File: config.mk
export PLATFORM = sky130hd
export DESIGN_NAME = cordic_sequencer
export DESIGN_NICKNAME = d
export VERILOG_FILES = /design/src/rtl/cordic_pkg.sv /design/src/rtl/cordic_iteration.sv /design/src/rtl/cordic_sequencer.sv
export SDC_FILE = /design/constraint.sdc
export NUM_CORES = 1
export LEC_CHECK = 0
export CORE_MARGIN = 3
export CORE_UTILIZATION = 61
export DETAILED_ROUTE_END_ITERATION = 7
export PLACE_DENSITY = 0.87
export SYNTH_ARGS = -nofsm -noshare
export SYNTH_HDL_FRONTEND = slang
export SYNTH_HIERARCHICAL = 1
export SYNTH_SLANG_ARGS = --single-unit
export TNS_END_PERCENT = 20
File: constraint.sdc
create_clock -name clk -period 18.71 [get_ports clk]
set_input_delay 3.742 -clock clk [delete_from_list [all_inputs] [get_ports clk]]
set_output_delay 3.742 -clock clk [all_outputs]
set_load 0.05 [all_outputs]
File: src/rtl/cordic_pkg.sv
// rtl/cordic_pkg.sv - shared constants, state encoding and CORDIC table helpers
package cordic_pkg;

    localparam int FRAC_BITS = 13;

    localparam logic [1:0] CIRCULAR_MODE   = 2'b00;
    localparam logic [1:0] LINEAR_MODE     = 2'b01;
    localparam logic [1:0] HYPERBOLIC_MODE = 2'b10;
    localparam logic [1:0] INVALID_MODE    = 2'b11;

    typedef enum logic [1:0] {
        ST_IDLE = 2'b00,
        ST_RUN  = 2'b01,
        ST_DONE = 2'b10
    } state_e;

    // atan(2^-i) in Q2.13
    function automatic logic [15:0] atan_delta(input logic [4:0] i);
        case (i)
            5'd0:    return 16'd6434;
            5'd1:    return 16'd3798;
            5'd2:    return 16'd2007;
            5'd3:    return 16'd1019;
            5'd4:    return 16'd511;
            5'd5:    return 16'd256;
            5'd6:    return 16'd128;
            5'd7:    return 16'd64;
            5'd8:    return 16'd32;
            5'd9:    return 16'd16;
            5'd10:   return 16'd8;
            5'd11:   return 16'd4;
            5'd12:   return 16'd2;
            5'd13:   return 16'd1;
            default: return 16'd0;
        endcase
    endfunction

    // atanh(2^-i) in Q2.13; i=0 is never scheduled
    function automatic logic [15:0] atanh_delta(input logic [4:0] i);
        case (i)
            5'd1:    return 16'd4500;
            5'd2:    return 16'd2092;
            5'd3:    return 16'd1029;
            5'd4:    return 16'd513;
            5'd5:    return 16'd256;
            5'd6:    return 16'd128;
            5'd7:    return 16'd64;
            5'd8:    return 16'd32;
            5'd9:    return 16'd16;
            5'd10:   return 16'd8;
            5'd11:   return 16'd4;
            5'd12:   return 16'd2;
            5'd13:   return 16'd1;
            default: return 16'd0;
        endcase
    endfunction

    // 2^-i in Q2.13
    function automatic logic [15:0] linear_delta(input logic [4:0] i);
        logic [15:0] one;
        one = 16'd1 << FRAC_BITS;
        return one >> i;
    endfunction

    // Hyperbolic schedule starts at 1 and repeats index 4 for convergence
    function automatic logic [4:0] hyp_shift(input logic [4:0] k);
        return (k <= 5'd3) ? k + 5'd1 : k;
    endfunction

endpackage

File: src/rtl/cordic_iteration.sv
// rtl/cordic_iteration.sv - one combinational CORDIC micro-rotation
module cordic_iteration
    import cordic_pkg::*;
#(
    parameter int FIXED_WIDTH = 16,
    parameter int SHIFT_WIDTH = 5
) (
    input  logic signed [FIXED_WIDTH-1:0] x_i,
    input  logic signed [FIXED_WIDTH-1:0] y_i,
    input  logic signed [FIXED_WIDTH-1:0] z_i,
    input  logic        [SHIFT_WIDTH-1:0] shift_i,
    input  logic        [FIXED_WIDTH-1:0] delta_z_i,
    input  logic        [1:0]             mode_i,
    input  logic                          is_sigma_positive_i,
    output logic signed [FIXED_WIDTH-1:0] x_o,
    output logic signed [FIXED_WIDTH-1:0] y_o,
    output logic signed [FIXED_WIDTH-1:0] z_o
);

    logic signed [FIXED_WIDTH-1:0] x_sh;
    logic signed [FIXED_WIDTH-1:0] y_sh;
    logic signed [FIXED_WIDTH-1:0] dz;

    // Add/subtract shifted cross terms; x update depends on the coordinate system
    always_comb begin
        x_sh = x_i >>> shift_i;
        y_sh = y_i >>> shift_i;
        dz   = signed'(delta_z_i);
        x_o  = x_i;
        if (is_sigma_positive_i) begin
            y_o = y_i + x_sh;
            z_o = z_i - dz;
            if (mode_i == CIRCULAR_MODE)   x_o = x_i - y_sh;
            if (mode_i == HYPERBOLIC_MODE) x_o = x_i + y_sh;
        end else begin
            y_o = y_i - x_sh;
            z_o = z_i + dz;
            if (mode_i == CIRCULAR_MODE)   x_o = x_i + y_sh;
            if (mode_i == HYPERBOLIC_MODE) x_o = x_i - y_sh;
        end
    end

endmodule

File: src/rtl/cordic_sequencer.sv
// rtl/cordic_sequencer.sv - multi-cycle controller around one CORDIC iteration stage
module cordic_sequencer
    import cordic_pkg::*;
#(
    parameter int FIXED_WIDTH = 16,
    parameter int ITERATIONS  = 14
) (
    input  logic                   clk,
    input  logic                   rst,
    input  logic                   abort,
    input  logic                   in_valid,
    output logic                   in_ready,
    input  logic [1:0]             in_mode,
    input  logic                   in_vectoring,
    input  logic [FIXED_WIDTH-1:0] in_x,
    input  logic [FIXED_WIDTH-1:0] in_y,
    input  logic [FIXED_WIDTH-1:0] in_z,
    output logic                   out_valid,
    input  logic                   out_ready,
    output logic [FIXED_WIDTH-1:0] out_x,
    output logic [FIXED_WIDTH-1:0] out_y,
    output logic [FIXED_WIDTH-1:0] out_z,
    output logic                   out_err,
    output logic                   busy
);

    localparam int SHW = $clog2(ITERATIONS) + 1;

    if (FIXED_WIDTH != 16) begin : g_bad_width
        $error("cordic_sequencer: FIXED_WIDTH must be 16");
    end
    if (ITERATIONS < 1 || ITERATIONS > 14) begin : g_bad_iter
        $error("cordic_sequencer: ITERATIONS must be 1..14");
    end

    state_e state_q, state_d;
    logic signed [FIXED_WIDTH-1:0] x_q, y_q, z_q;
    logic signed [FIXED_WIDTH-1:0] x_nx, y_nx, z_nx;
    logic [SHW-1:0]         step_q;
    logic [SHW-1:0]         shift_w;
    logic [FIXED_WIDTH-1:0] delta_w;
    logic [1:0]             mode_q;
    logic                   vec_q;
    logic                   err_q;
    logic                   sigma_pos;
    logic                   accept;
    logic                   last_step;

    assign accept    = (state_q == ST_IDLE) && in_valid && !abort;
    assign last_step = (step_q == SHW'(ITERATIONS - 1));

    // State register
    always_ff @(posedge clk or posedge rst) begin
        if (rst) state_q <= ST_IDLE;
        else     state_q <= state_d;
    end

    // Next-state: abort wins over both handshakes
    always_comb begin
        state_d = state_q;
        case (state_q)
            ST_IDLE: if (accept) state_d = (in_mode == INVALID_MODE) ? ST_DONE : ST_RUN;
            ST_RUN:  if (abort) state_d = ST_IDLE;
                     else if (last_step) state_d = ST_DONE;
            ST_DONE: if (abort || out_ready) state_d = ST_IDLE;
            default: state_d = ST_IDLE;
        endcase
    end

    // Handshake/status outputs decoded from the state register only
    always_comb begin
        in_ready  = (state_q == ST_IDLE);
        busy      = (state_q == ST_RUN);
        out_valid = (state_q == ST_DONE);
    end

    // Operand latch on accept, then one micro-rotation per RUN cycle
    always_ff @(posedge clk or posedge rst) begin
        if (rst) begin
            x_q    <= '0;
            y_q    <= '0;
            z_q    <= '0;
            step_q <= '0;
            mode_q <= CIRCULAR_MODE;
            vec_q  <= 1'b0;
            err_q  <= 1'b0;
        end else if (accept) begin
            step_q <= '0;
            mode_q <= in_mode;
            vec_q  <= in_vectoring;
            if (in_mode == INVALID_MODE) begin
                x_q   <= '0;
                y_q   <= '0;
                z_q   <= '0;
                err_q <= 1'b1;
            end else begin
                x_q   <= in_x;
                y_q   <= in_y;
                z_q   <= in_z;
                err_q <= 1'b0;
            end
        end else if (state_q == ST_RUN && !abort) begin
            x_q    <= x_nx;
            y_q    <= y_nx;
            z_q    <= z_nx;
            step_q <= step_q + 1'b1;
        end
    end

    // Shift schedule, angle constant and rotation direction for the current step
    always_comb begin
        shift_w = (mode_q == HYPERBOLIC_MODE) ? SHW'(hyp_shift(5'(step_q))) : step_q;
        case (mode_q)
            CIRCULAR_MODE:   delta_w = atan_delta(5'(shift_w));
            HYPERBOLIC_MODE: delta_w = atanh_delta(5'(shift_w));
            default:         delta_w = linear_delta(5'(shift_w));
        endcase
        sigma_pos = vec_q ? y_q[FIXED_WIDTH-1] : !z_q[FIXED_WIDTH-1];
    end

    cordic_iteration #(
        .FIXED_WIDTH (FIXED_WIDTH),
        .SHIFT_WIDTH (SHW)
    ) u_iter (
        .x_i                 (x_q),
        .y_i                 (y_q),
        .z_i                 (z_q),
        .shift_i             (shift_w),
        .delta_z_i           (delta_w),
        .mode_i              (mode_q),
        .is_sigma_positive_i (sigma_pos),
        .x_o                 (x_nx),
        .y_o                 (y_nx),
        .z_o                 (z_nx)
    );

    assign out_x   = x_q;
    assign out_y   = y_q;
    assign out_z   = z_q;
    assign out_err = err_q;

endmodule

**After elaboration in Yosys (flattened, before gate mapping)**

Memories as Yosys holds them, arrays and structs flattened.
Cells that the tools add are included.

- Output and inout bits: 52
- Flip-flop bits (word level): 59
- Logic and storage cells: 72
- Memories kept: 2
- Input bits: 56
- Memory bits (read-only): 416

- Mux-type cells: 31
- Reductions and logical operators: 12
- Order comparisons: 1
- Equality and inequality tests: 8
- Shifts and indexed selects: 3
- $add $sub $neg: 7

Memory list:

| memory | words | width | read ports | clocked after memory_dff | wr ports | line | RTL |
|---|---|---|---|---|---|---|---|
| (name not given) | 16 | 13 | 1 | 0 | 0 | cordic_pkg.sv:19 | `case (i)` |
| (name not given) | 16 | 13 | 1 | 0 | 0 | cordic_pkg.sv:40 | `case (i)` |

Operator list:

| operator | number |
|---|---|
| two-way mux 16 bit | 18 |
| adder 16 bit | 3 |
| subtractor 16 bit | 3 |
| one-hot mux 16 bit (2 select lines) | 1 |
| >>> shifter 16 x 5 -> 16 bit | 2 |
| two-way mux 5 bit | 4 |
| >> shifter 14 x 5 -> 16 bit, first input constant | 1 |
| two-way mux 2 bit | 5 |
| == test 2 bit, second input constant | 3 |
| one-hot mux 2 bit (3 select lines) | 1 |
| adder 5 x 1 -> 5 bit, second input constant | 1 |
| == test 5 x 4 -> 1 bit, second input constant | 1 |
| less-or-equal comparator 5 x 2 -> 1 bit, second input constant | 1 |
| logical NOT 2 bit | 2 |
| inequality test 2 x 1 -> 1 bit, second input constant | 2 |
| logical AND 1 bit | 3 |
| inequality test 3 x 2 -> 1 bit, second input constant | 1 |
| AND reduction 3 bit | 1 |
| nonzero test 3 bit | 1 |
| == test 2 x 1 -> 1 bit, second input constant | 1 |
| logical NOT 1 bit | 2 |
| two-way mux 1 bit | 2 |
| AND reduction 2 bit | 1 |
| nonzero test 2 bit | 1 |
| logical OR 1 bit | 1 |

**Depth between registers and ports, before layout**

Gate-level depths: netlist of run 1.

- Depth after elaboration: 10
- Mapped depth: 30
- Gate-level depth less buffers: 25

**Cells and area by module**

The synthesis of run 1 kept the hierarchy.

By module, submodules not included:

| module | area an instance (µm²) | instances | cells an instance | sequential area each (µm²) |
|---|---|---|---|---|
| cordic_iteration | 5246.3 | 1 | 745 | 0.0 |
| cordic_sequencer | 3363.2 | 1 | 418 | 1476.4 |

**Worst setup path after synthesis of run 1**

No wires, ideal clock.

- Path kind: reg-to-reg
- Start point: register step_q[3]
- End point: register y_q[15] (netlist: out_y[15])
- Data arrival time: 6.049 ns
- Data required time: 18.587 ns
- Clock period less this slack: 6.172 ns
- Library setup time: 0.123 ns
- Slack: 12.538 ns
- Buffers on the path: 4
- Stages on the path, launching flop included: 29
- Cell sequence: dfrtp_1 buf_6 or2_4 or4b_4 buf_6 mux2i_2 inv_1 buf_6 clkbuf_1 mux4_2 nand2_1 a21oi_1 a311oi_1 ha_1 inv_1 nor3_1 a21oi_1 xor2_1 ha_1 a21oi_1 nand2_1 o211a_1 o21a_1 o211a_1 o41ai_1 o21ai_0 xnor3_1 o21ai_0 a21oi_1

- Cells in the longest elaborated chain, start to end: 8
- Elaborated cells on any way between the ends: 10
- Those cells by class: 3 x add/sub; 1 x order compare; 1 x shift; 5 x mux

RTL lines:

| element | line | RTL |
|---|---|---|
| start, declared | cordic_sequencer.sv:39 | `logic [SHW-1:0] step_q;` |
| start signal, assigned | cordic_sequencer.sv:106 | `step_q <= step_q + 1'b1;` |
| less-or-equal comparator 5 x 2 -> 1 bit (*) | cordic_pkg.sv:67 | `return (k <= 5'd3) ? k + 5'd1 : k;` |
| two-way mux 5 bit (*) | cordic_pkg.sv:67 |  |
| two-way mux 5 bit (*) | cordic_sequencer.sv:112 | `shift_w = (mode_q == HYPERBOLIC_MODE) ? SHW'(hyp_shift(5'(step_q))) : step_q;` |
| named net shift_w[0] | cordic_sequencer.sv:40 | `logic [SHW-1:0] shift_w;` |
| >>> shifter 16 x 5 -> 16 bit (*) | cordic_iteration.sv:26 | `x_sh = x_i >>> shift_i;` |
| subtractor 16 bit or adder 16 bit (tied branches) | cordic_iteration.sv:36, cordic_iteration.sv:31 |  |
| two-way mux 16 bit (*) | cordic_iteration.sv:30 | `if (is_sigma_positive_i) begin` |
| named net y_nx[15] | cordic_sequencer.sv:38 | `logic signed [FIXED_WIDTH-1:0] x_nx, y_nx, z_nx;` |
| two-way mux 16 bit (*) | cordic_sequencer.sv:102 | `end else if (state_q == ST_RUN && !abort) begin` |
| two-way mux 16 bit (*) | cordic_sequencer.sv:87 | `end else if (accept) begin` |
| end signal, assigned | cordic_sequencer.sv:98 | `y_q <= in_y;` |
| end signal, assigned | cordic_sequencer.sv:104 | `y_q <= y_nx;` |
| end, declared | cordic_sequencer.sv:37 | `logic signed [FIXED_WIDTH-1:0] x_q, y_q, z_q;` |

The timed path passes the listed nets; every way through them passes the cells marked *. The select of a mux whose other input is x is not followed.
A chain may end at the register's enable or synchronous reset.

**Worst setup path in the final report of run 1**

Ends and elaborated chain as after synthesis.

==> metrics.log, run 1 <==
[metrics] run status: completed
[metrics] TritonRoute pass-1 iters: 5
[metrics] total number of clock tree sinks: 59
[metrics] relative max-transition margin: 46.4%
[metrics] number of buffers on the longest clock path: 2
[metrics] number of pins exceeding their max-slew limit in the final report: 0
[metrics] wire length per cell: 18.1 µm
[metrics] die outline area: 15600 µm²
[metrics] count of flip-flops with a built-in enable after synthesis: 0
[metrics] overall global routing resource usage: 31.7%
[metrics] time the worst path needs with I/O delays and setup: 7140 ps
[metrics] area of the multi-input gates: 6570 µm²
[metrics] upper clock frequency limit: 0.140 GHz
[metrics] endpoint type of the worst setup path: flop
[metrics] fin crit share: 38.1%
[metrics] antenna viol nets, final: 0
[metrics] unrepaired setup endpoints after global routing: false
[metrics] drc violations: 0
[metrics] Starting Density: 63.7%
[metrics] GPL Wtd Cong: 0.984
[metrics] via count of the first global-routing pass: 8463
[metrics] synthesis warning total: 6
[metrics] Routed WL: 25500 µm
[metrics] slowest cell delay on critical path: 670 ps
[metrics] worst-case clock skew: 4.90 ps
[metrics] average vias per placed instance: 6.38
[metrics] Overflow after GRT: 0
[metrics] Synth cell types: 82
[metrics] Inserted Clock Buffers: 9
[metrics] number of hold buffers added after cts: 0
[metrics] maximum fanout encountered on the critical timing path: 45
[metrics] Async S/R FF share, synth: 100%
[metrics] first-pass GRT wire length: 41700 µm
[metrics] Req. time, crit path: 18930 ps
[metrics] count of standard-cell rows: 42
[metrics] vias: 8977
[metrics] layout-stage area growth over the synthesis result: 16.3%
[metrics] post-synthesis cell count: 1163
[metrics] total of flip-flops plus latches after synthesis: 59
[metrics] critical path class: reg2reg
[metrics] Worst-Margin Slew: 804 ps
[metrics] buffer and inverter count on the worst path: 4
[metrics] count of endpoints failing hold in the final timing report: 0
[metrics] io pins: 108
[metrics] share of post-route cells with drive strength above 1: 7.06%
[metrics] Min-Delay Path Class: reg2reg
[metrics] Die Y: 125 µm
[metrics] # fillers: 1106
[metrics] max-cap violations: 0
[metrics] clock latency reported for the late side of the worst-skew pair: 340 ps
[metrics] Crit path arrival time: 7360 ps
[metrics] DPL Wire Length: 18000 µm
[metrics] buffers added on ports: 107
[metrics] cell types occupying the most area after synthesis: sky130_fd_sc_hd__dfrtp_1 (17%), sky130_fd_sc_hd__ha_1 (11%), sky130_fd_sc_hd__a21oi_1 (6.9%)
[metrics] critical path startpoint category: flop
[metrics] placeable core area: 13500 µm²
[metrics] Most used DFF post-synth: sky130_fd_sc_hd__dfrtp_1
[metrics] sequential cell area fraction in the yosys report: 17.1%
[metrics] pin count of the biggest net entering global routing: 60
[metrics] number of buffers inserted by post-CTS setup repair: 0
[metrics] most frequent cell after synthesis: sky130_fd_sc_hd__nor2_1
[metrics] area used by sequential logic in the layout: 1480 µm²
[metrics] iteration-0 DRC count of the detailed router: 775
[metrics] total number of H-tree levels: 3
[metrics] cell types with the highest counts after synthesis: sky130_fd_sc_hd__nor2_1 (149), sky130_fd_sc_hd__nand2_1 (133), sky130_fd_sc_hd__a21oi_1 (119)
[metrics] Die X-Extent: 125 µm
[metrics] Avg Inst Size Synth: 7.40 µm²
[metrics] Final Net Count: 1360
[metrics] area share of the largest cell type after synthesis: 17.1%
[metrics] aggregate negative setup slack: 0 ps
[metrics] final count of negative-setup-slack endpoints: 0
[metrics] diode insertion count for antenna repair: 0
[metrics] Clock Root Buffer: sky130_fd_sc_hd__clkbuf_16
[metrics] TritonCTS clock tree: built
[metrics] register clock-pin slew on the reported worst setup and hold paths: 60 ps
[metrics] count of instances resized after the clock tree is built: 0
[metrics] cell with the largest stage delay on the worst path: sky130_fd_sc_hd__mux4_1
[metrics] number of antenna violations at the first check in global routing: 0
[metrics] Synth Cell Area: 8610 µm²
[metrics] kind of cell adding the most delay to the critical path: compound AO/OA/AOI/OAI gates
[metrics] library cell occupying the most area in the post-synthesis netlist: sky130_fd_sc_hd__dfrtp_1
layout by cell type (no fill, tap or decap), types with 16 or more instances in the layout:
cell,synthesis,routed
sky130_fd_sc_hd__nor3_1,30,30
sky130_fd_sc_hd__a21oi_1,119,119
sky130_fd_sc_hd__mux2i_1,26,26
sky130_fd_sc_hd__o21ai_0,113,111
sky130_fd_sc_hd__mux2_2,19,19
sky130_fd_sc_hd__dfrtp_1,59,59
sky130_fd_sc_hd__ha_1,73,73
sky130_fd_sc_hd__inv_1,57,56
sky130_fd_sc_hd__clkdlybuf4s50_1,0,107
sky130_fd_sc_hd__nor2_1,149,149
sky130_fd_sc_hd__xnor2_1,48,48
sky130_fd_sc_hd__nand2_1,133,133
sky130_fd_sc_hd__buf_4,0,16
worst paths after layout:
check	slack (ps)	cells after the start	to	startpoint
min in group asynchronous	3950	3	out_z[11]	rst
max in group asynchronous	14220	3	out_x[4]	rst
hold reg to reg	520	2	out_err	out_err
setup reg to reg	11570	26	out_y[15]	step_q[3]
setup / recovery	11570	26	out_y[15]	step_q[3]
hold / removal	520	2	out_err	out_err
per-stage QoR:
| stage | area (µm²) | utilization [%] | cells | hold WS (ps) | worst slack [ps] |
|---|---|---|---|---|---|
| global route | 10000 | 74.1 | 1408 | 566 | 11220 |
| floorplan | 8620 | - | 1165 | 462 | 12540 |
| global placement | 9670 | 71.6 | 1392 | 490 | 11910 |
| CTS | 10000 | 74.1 | 1408 | 520 | 11670 |
| finish | 10000 | 74.1 | 1408 | 525 | 11570 |
| detailed placement | 9670 | 71.6 | 1392 | 493 | 11720 |
final cells by class:
class	instances	area share (%)
well taps	176	2.20
clock buffers	13	2.70
clock inverters	3	0.687
inverters	57	2.14
multi-input cells	977	65.6
flip-flops and latches	59	14.7
repair buffers	123	11.9
state kept, by name, summed over array words and instances (netlist names):
signal,cells
out_x,16
out_y,16
out_z,16
step_q,5
mode_q,2
state_q,2
out_err,1
vec_q,1
worst reg2reg max path: stages (launching register included):
cell	delay [ps]
sky130_fd_sc_hd__dfrtp_1	360
sky130_fd_sc_hd__buf_4	270
sky130_fd_sc_hd__or2_4	310
sky130_fd_sc_hd__or4b_4	540
sky130_fd_sc_hd__mux2i_2	200
sky130_fd_sc_hd__inv_1	70
sky130_fd_sc_hd__buf_4	370
sky130_fd_sc_hd__mux4_1	680
sky130_fd_sc_hd__nand2_1	100
sky130_fd_sc_hd__nand2_1	100
sky130_fd_sc_hd__a311oi_1	490
sky130_fd_sc_hd__ha_1	250
sky130_fd_sc_hd__inv_1	60
sky130_fd_sc_hd__nor3_1	290
sky130_fd_sc_hd__a21oi_1	130
sky130_fd_sc_hd__xor2_1	190
sky130_fd_sc_hd__ha_1	310
sky130_fd_sc_hd__a21oi_1	220
sky130_fd_sc_hd__o21ai_0	160
sky130_fd_sc_hd__o211a_1	190
sky130_fd_sc_hd__o21a_1	210
sky130_fd_sc_hd__o211a_1	240
sky130_fd_sc_hd__o41ai_1	480
sky130_fd_sc_hd__o21ai_0	180
sky130_fd_sc_hd__xnor3_1	370
sky130_fd_sc_hd__o21ai_0	160
sky130_fd_sc_hd__a21oi_1	80
layer usage:
| metal | track usage, % | wire [µm] |
|---|---|---|
| met5 | 0 | 0 |
| met4 | 12.0 | 627 |
| met3 | 6.00 | 2070 |
| met2 | 53.6 | 12400 |
| met1 | 40.0 | 10400 |
kinds of logic (layout without fill, tap and decap cells):
logic type | Yosys count | count (layout) | synth area share, %
AO/OA/AOI/OAI | 355 | 355 | 25.3
XOR/XNOR | 64 | 64 | 6.67
adder cells (fa/ha/maj) | 77 | 77 | 11.5
buffers and inverters | 129 | 196 | 6.80
flip-flops | 59 | 59 | 17.1
multiplexers | 63 | 63 | 10.3
other | 1 | 3 | 0.0436
AND/OR/NAND/NOR | 415 | 415 | 22.2
Power of run 1 is left out: the tool's default activity adds up to more than one toggle a clock period on the data nets, which glitch-free logic cannot reach.
==> run 2: changes to the inputs <==
--- a/config.mk
+++ b/config.mk
@@ -6,9 +6,9 @@
 export NUM_CORES = 1
 export LEC_CHECK = 0
 export CORE_MARGIN = 3
-export CORE_UTILIZATION = 61
+export CORE_UTILIZATION = 53
 export DETAILED_ROUTE_END_ITERATION = 7
-export PLACE_DENSITY = 0.87
+export PLACE_DENSITY = 0.8
 export SYNTH_ARGS = -nofsm -noshare
 export SYNTH_HDL_FRONTEND = slang
 export SYNTH_HIERARCHICAL = 1
==> constraint.sdc (replaced) <==
create_clock -name clk -period 6.2 [get_ports clk]
set_input_delay 1.24 -clock clk [delete_from_list [all_inputs] [get_ports clk]]
set_output_delay 1.24 -clock clk [all_outputs]
set_load 0.05 [all_outputs]
==> metrics.log, run 2 (synthesis gave the netlist of run 1 again) <==
[metrics] Final Net Count: 1392
[metrics] count of standard-cell rows: 45
[metrics] final count of negative-setup-slack endpoints: 0
[metrics] dpl ws: -167 ps
[metrics] Routed WL: 26500 µm
[metrics] number of antenna violations at the first check in global routing: 0
[metrics] TritonRoute pass-1 iters: 7
[metrics] number of buffers on the longest clock path: 2
[metrics] worst-case clock skew: 5.31 ps
[metrics] met3 Resource Use GR: 4.80%
[metrics] Die X-Extent: 133 µm
[metrics] overall global routing resource usage: 28.8%
[metrics] area of the multi-input gates: 6670 µm²
[metrics] pin count of the biggest net entering global routing: 60
[metrics] number of pins exceeding their max-slew limit in the final report: 0
[metrics] area used by sequential logic in the layout: 1480 µm²
[metrics] unrepaired setup endpoints after global routing: true
[metrics] top library cells by usage in the layout, fill and taps aside: sky130_fd_sc_hd__nor2_1 (149), sky130_fd_sc_hd__nand2_1 (133), sky130_fd_sc_hd__a21oi_1 (118)
[metrics] post-route setup slack: 144 ps
[metrics] antenna viol nets, final: 0
[metrics] Overflow after GRT: 0
[metrics] Clock Root Buffer: sky130_fd_sc_hd__clkbuf_16
[metrics] diode insertion count for antenna repair: 0
[metrics] GPL Wtd Cong: 0.995
[metrics] Die Y: 133 µm
[metrics] Crit path arrival time: 6280 ps
[metrics] fin crit share: 97.7%
[metrics] share of post-route cells with drive strength above 1: 10.4%
[metrics] register clock-pin slew on the reported worst setup and hold paths: 60 ps
[metrics] DPL Wire Length: 18700 µm
[metrics] upper clock frequency limit: 0.165 GHz
[metrics] GR Layer Usage met2: 50.0%
[metrics] Starting Density: 55.4%
[metrics] most common cell after layout, fill and taps aside: sky130_fd_sc_hd__nor2_1
[metrics] average vias per placed instance: 6.12
[metrics] vias: 9021
[metrics] buffers added on ports: 107
[metrics] time the worst path needs with I/O delays and setup: 6060 ps
[metrics] via count of the first global-routing pass: 8504
[metrics] relative max-transition margin: 34.3%
[metrics] most heavily used metal layer in global routing: met2
[metrics] io pins: 108
[metrics] TritonCTS clock tree: built
[metrics] die outline area: 17800 µm²
[metrics] # fillers: 1360
[metrics] Inserted Clock Buffers: 9
[metrics] iteration-0 DRC count of the detailed router: 606
[metrics] number of hold buffers added after cts: 0
[metrics] count of endpoints failing hold in the final timing report: 0
[metrics] Req. time, crit path: 6430 ps
[metrics] critical path startpoint category: flop
[metrics] run status: completed
[metrics] total number of H-tree levels: 3
[metrics] clock latency reported for the late side of the worst-skew pair: 350 ps
[metrics] slowest cell delay on critical path: 490 ps
[metrics] global routing met1 resource utilization: 36.3%
[metrics] Worst-Margin Slew: 983 ps
[metrics] endpoint type of the worst setup path: flop
[metrics] critical path class: reg2reg
[metrics] final design utilization: 66.9%
[metrics] CP most frequent cell: sky130_fd_sc_hd__buf_4
[metrics] max-cap violations: 0
[metrics] Min-Delay Path Class: reg2reg
[metrics] layout-stage area growth over the synthesis result: 20.7%
[metrics] drc violations: 0
[metrics] total number of clock tree sinks: 59
[metrics] first-pass GRT wire length: 42400 µm
[metrics] cell with the largest stage delay on the worst path: sky130_fd_sc_hd__or4b_4
[metrics] wire length per cell: 17.9 µm
[metrics] placeable core area: 15500 µm²
[metrics] maximum fanout encountered on the critical timing path: 5
==> run 2: cell types whose count changed in the layout (fill, tap and decap cells not counted), moves of 2 or more <==
cell / change
sky130_fd_sc_hd__buf_4: +29
sky130_fd_sc_hd__o21ai_0: -4
sky130_fd_sc_hd__o21ai_1: +2
sky130_fd_sc_hd__o21ai_4: +2
sky130_fd_sc_hd__o41ai_1: -5
sky130_fd_sc_hd__o41ai_2: +5
==> run 2: worst paths after layout <==
kind	startpoint	end	slack, ps	depth (start not counted)
min in group asynchronous	rst	out_y[0]	1460	3
max in group asynchronous	rst	out_x[12]	4200	3
hold / removal	out_err	out_err	530	2
hold reg to reg	out_err	out_err	530	2
setup / recovery	step_q[3]	out_y[15]	140	28
setup reg to reg	step_q[3]	out_y[15]	140	28
==> run 2: area by class of cell <==
| type | instances | area share (%) |
|---|---|---|
| clock buffers | 12 | 2.47 |
| inverters | 57 | 2.08 |
| flip-flops and latches | 59 | 14.2 |
| well taps | 211 | 2.54 |
| clock inverters | 4 | 0.698 |
| repair buffers | 154 | 13.9 |
| multi-input cells | 978 | 64.1 |
==> run 2: per-stage QoR <==
stage / setup TNS [ps] / instance area, µm² / instances / hold slack, ps
after floorplan: 0 / 8620 / 1165 / 462
after global placement: 0 / 9900 / 1452 / 510
after detailed placement: -167 / 9900 / 1452 / 517
after CTS: 0 / 10300 / 1473 / 539
after global routing: -108 / 10400 / 1475 / 572
final: 0 / 10400 / 1475 / 529
==> run 2: worst max-delay path, delay by kind of cell, from the launching register on <==
family / cells / cell delay, ps
adder cells (fa/ha/maj): 2 / 480
buffers and inverters: 5 / 760
AO/OA/AOI/OAI: 13 / 2270
multiplexers: 1 / 290
flip-flops: 1 / 370
AND/OR/NAND/NOR: 5 / 1200
XOR/XNOR: 2 / 570
==> run 2: per-layer routing <==
metal  routed length, µm  part of all wire [%]  vias to the layer above
met3                1570                   5.9                       46
met5                   0                     0                        -
met2               12900                    49                      337
li1                    -                     -                     4330
met1               11300                    43                     4308
met4                 730                   2.8                        0
==> run 2: what timing repair did <==
| item | in CTS | in global routing |
|---|---|---|
| resized for setup | 6 | 16 |
| setup buffers | 4 | 2 |
| gates cloned | 1 | 0 |
| pin swaps | 1 | 5 |
| endpoints found under the hold margin | 0 | 0 |
| endpoints found under the setup margin | 3 | 10 |
Power of run 2 is left out for the same reason.
==> run 3: changes to the inputs <==
--- a/config.mk
+++ b/config.mk
@@ -8,6 +8,8 @@
 export CORE_MARGIN = 3
 export CORE_UTILIZATION = 53
 export DETAILED_ROUTE_END_ITERATION = 7
+export GPL_TIMING_DRIVEN = 0
+export MAX_ROUTING_LAYER = met4
 export PLACE_DENSITY = 0.8
 export SYNTH_ARGS = -nofsm -noshare
 export SYNTH_HDL_FRONTEND = slang
==> metrics.log, run 3 (synthesis gave the netlist of run 1 again) <==
[metrics] Die Y: 133 µm
[metrics] GPL Wtd Cong: 0.985
[metrics] critical path startpoint category: flop
[metrics] post-route setup slack: 172 ps
[metrics] buffers added on ports: 107
[metrics] fin crit share: 97.2%
[metrics] aggregate negative setup slack: 0 ps
[metrics] cell with the largest stage delay on the worst path: sky130_fd_sc_hd__or4b_4
[metrics] run status: completed
[metrics] r2r worst-path depth: 25
[metrics] Routed WL: 28600 µm
[metrics] drc violations: 0
[metrics] endpoint type of the worst setup path: flop
[metrics] total number of H-tree levels: 3
[metrics] slowest cell delay on critical path: 620 ps
[metrics] Starting Density: 55.4%
[metrics] antenna viol nets, final: 0
[metrics] worst-case clock skew: 8.44 ps
[metrics] area used by sequential logic in the layout: 1480 µm²
[metrics] total number of clock tree sinks: 59
[metrics] vias: 9375
[metrics] wire length per cell: 18.7 µm
[metrics] placeable core area: 15500 µm²
[metrics] number of pins exceeding their max-slew limit in the final report: 0
[metrics] count of standard-cell rows: 45
[metrics] most common cell after layout, fill and taps aside: sky130_fd_sc_hd__nor2_1
[metrics] TritonCTS clock tree: built
[metrics] TritonRoute pass-1 iters: 7
[metrics] via count of the first global-routing pass: 8733
[metrics] final design utilization: 69.2%
[metrics] number of antenna violations at the first check in global routing: 0
[metrics] maximum fanout encountered on the critical timing path: 7
[metrics] share of post-route cells with drive strength above 1: 12.7%
[metrics] Req. time, crit path: 6430 ps
[metrics] Inserted Clock Buffers: 9
[metrics] area of the multi-input gates: 6790 µm²
[metrics] layout-stage area growth over the synthesis result: 24.9%
[metrics] first-pass GRT wire length: 44400 µm
[metrics] # fillers: 1355
[metrics] number of buffers on the longest clock path: 2
[metrics] iteration-0 DRC count of the detailed router: 759
[metrics] io pins: 108
[metrics] dpl ws: -1230 ps
[metrics] time the worst path needs with I/O delays and setup: 6030 ps
[metrics] pin count of the biggest net entering global routing: 36
[metrics] top library cells by usage in the layout, fill and taps aside: sky130_fd_sc_hd__nor2_1 (148), sky130_fd_sc_hd__nand2_1 (132), sky130_fd_sc_hd__a21oi_1 (117)
[metrics] DPL Wire Length: 21100 µm
[metrics] worst hold path stage count: 2
[metrics] register clock-pin slew on the reported worst setup and hold paths: 60 ps
[metrics] Final Net Count: 1445
[metrics] count of endpoints failing hold in the final timing report: 0
[metrics] diode insertion count for antenna repair: 0
[metrics] relative max-transition margin: 32.5%
[metrics] Worst-Margin Slew: 1010 ps
[metrics] critical path class: reg2reg
[metrics] max-cap violations: 0
[metrics] clock latency reported for the late side of the worst-skew pair: 350 ps
[metrics] final count of negative-setup-slack endpoints: 0
[metrics] die outline area: 17800 µm²
[metrics] average vias per placed instance: 6.14
[metrics] Overflow after GRT: 0
[metrics] Crit path arrival time: 6260 ps
[metrics] overall global routing resource usage: 31.3%
[metrics] upper clock frequency limit: 0.166 GHz
[metrics] Die X-Extent: 133 µm
[metrics] Clock Root Buffer: sky130_fd_sc_hd__clkbuf_16
[metrics] Min-Delay Path Class: reg2reg
## run 3: changes by cell type in the layout (fill, tap and decap cells not counted), sizes merged
cell / before / now
buf: 47 / 52
bufinv: 2 / 0
clkbuf: 12 / 58
clkinv: 1 / 3
clkinvlp: 1 / 3
inv: 57 / 58
o21ai: 116 / 115
## run 3: worst paths after layout
kind | slack [ps] | start | end
setup / recovery | 170 | mode_q[0] | out_y[15]
hold / removal | 500 | vec_q | vec_q
setup reg to reg | 170 | mode_q[0] | out_y[15]
hold reg to reg | 500 | vec_q | vec_q
max in group asynchronous | 4330 | rst | mode_q[0]
min in group asynchronous | 1260 | rst | out_z[14]
## run 3: critical path: cells and delay by family, from the launching register on
kind | cells | cell delay (ps)
buffers and inverters | 3 | 320
DFF | 1 | 440
xor gates and xnor gates | 2 | 380
AOI/OAI and AO/OA | 11 | 2120
muxes | 2 | 790
adders and majority gates | 2 | 600
and+or+nand+nor | 5 | 1230
## run 3: cell type report
| class | instances | area share [%] |
|---|---|---|
| Multi-Input combinational cell | 977 | 63.2 |
| Sequential cell | 59 | 13.7 |
| Timing Repair Buffer | 140 | 12.5 |
| Buffer | 68 | 3.49 |
| Tap cell | 211 | 2.46 |
| Clock buffer | 9 | 2.09 |
| Inverter | 57 | 2.01 |
| Clock inverter | 7 | 0.500 |
## run 3: per-stage QoR
stage                     instance area, µm²  cells  hold slack [ps]
after CTS                              10400   1510              503
after global routing                   10800   1528              535
after detailed placement                9980   1484              489
after floorplan                         8620   1165              462
after global placement                  9950   1483              474
final                                  10800   1528              500
## run 3: what timing repair did
action / 4_1_cts / 5_1_grt
hold buffers: 0 / 0
buffers inserted: 11 / 20
pin swaps: 5 / 27
gates cloned: 0 / 1
gates resized for setup: 28 / 52
setup endpoints to repair: 18 / 14
## run 3: layer usage
metal	share of wire, %	global-route usage, %	vias to the layer above
li1	-	-	4438
met1	42	39.6	4458
met2	48	51.9	407
met3	6.9	4.53	72
met4	3.0	10.3	0
met5	0	-	-
Power of run 3 is left out for the same reason.
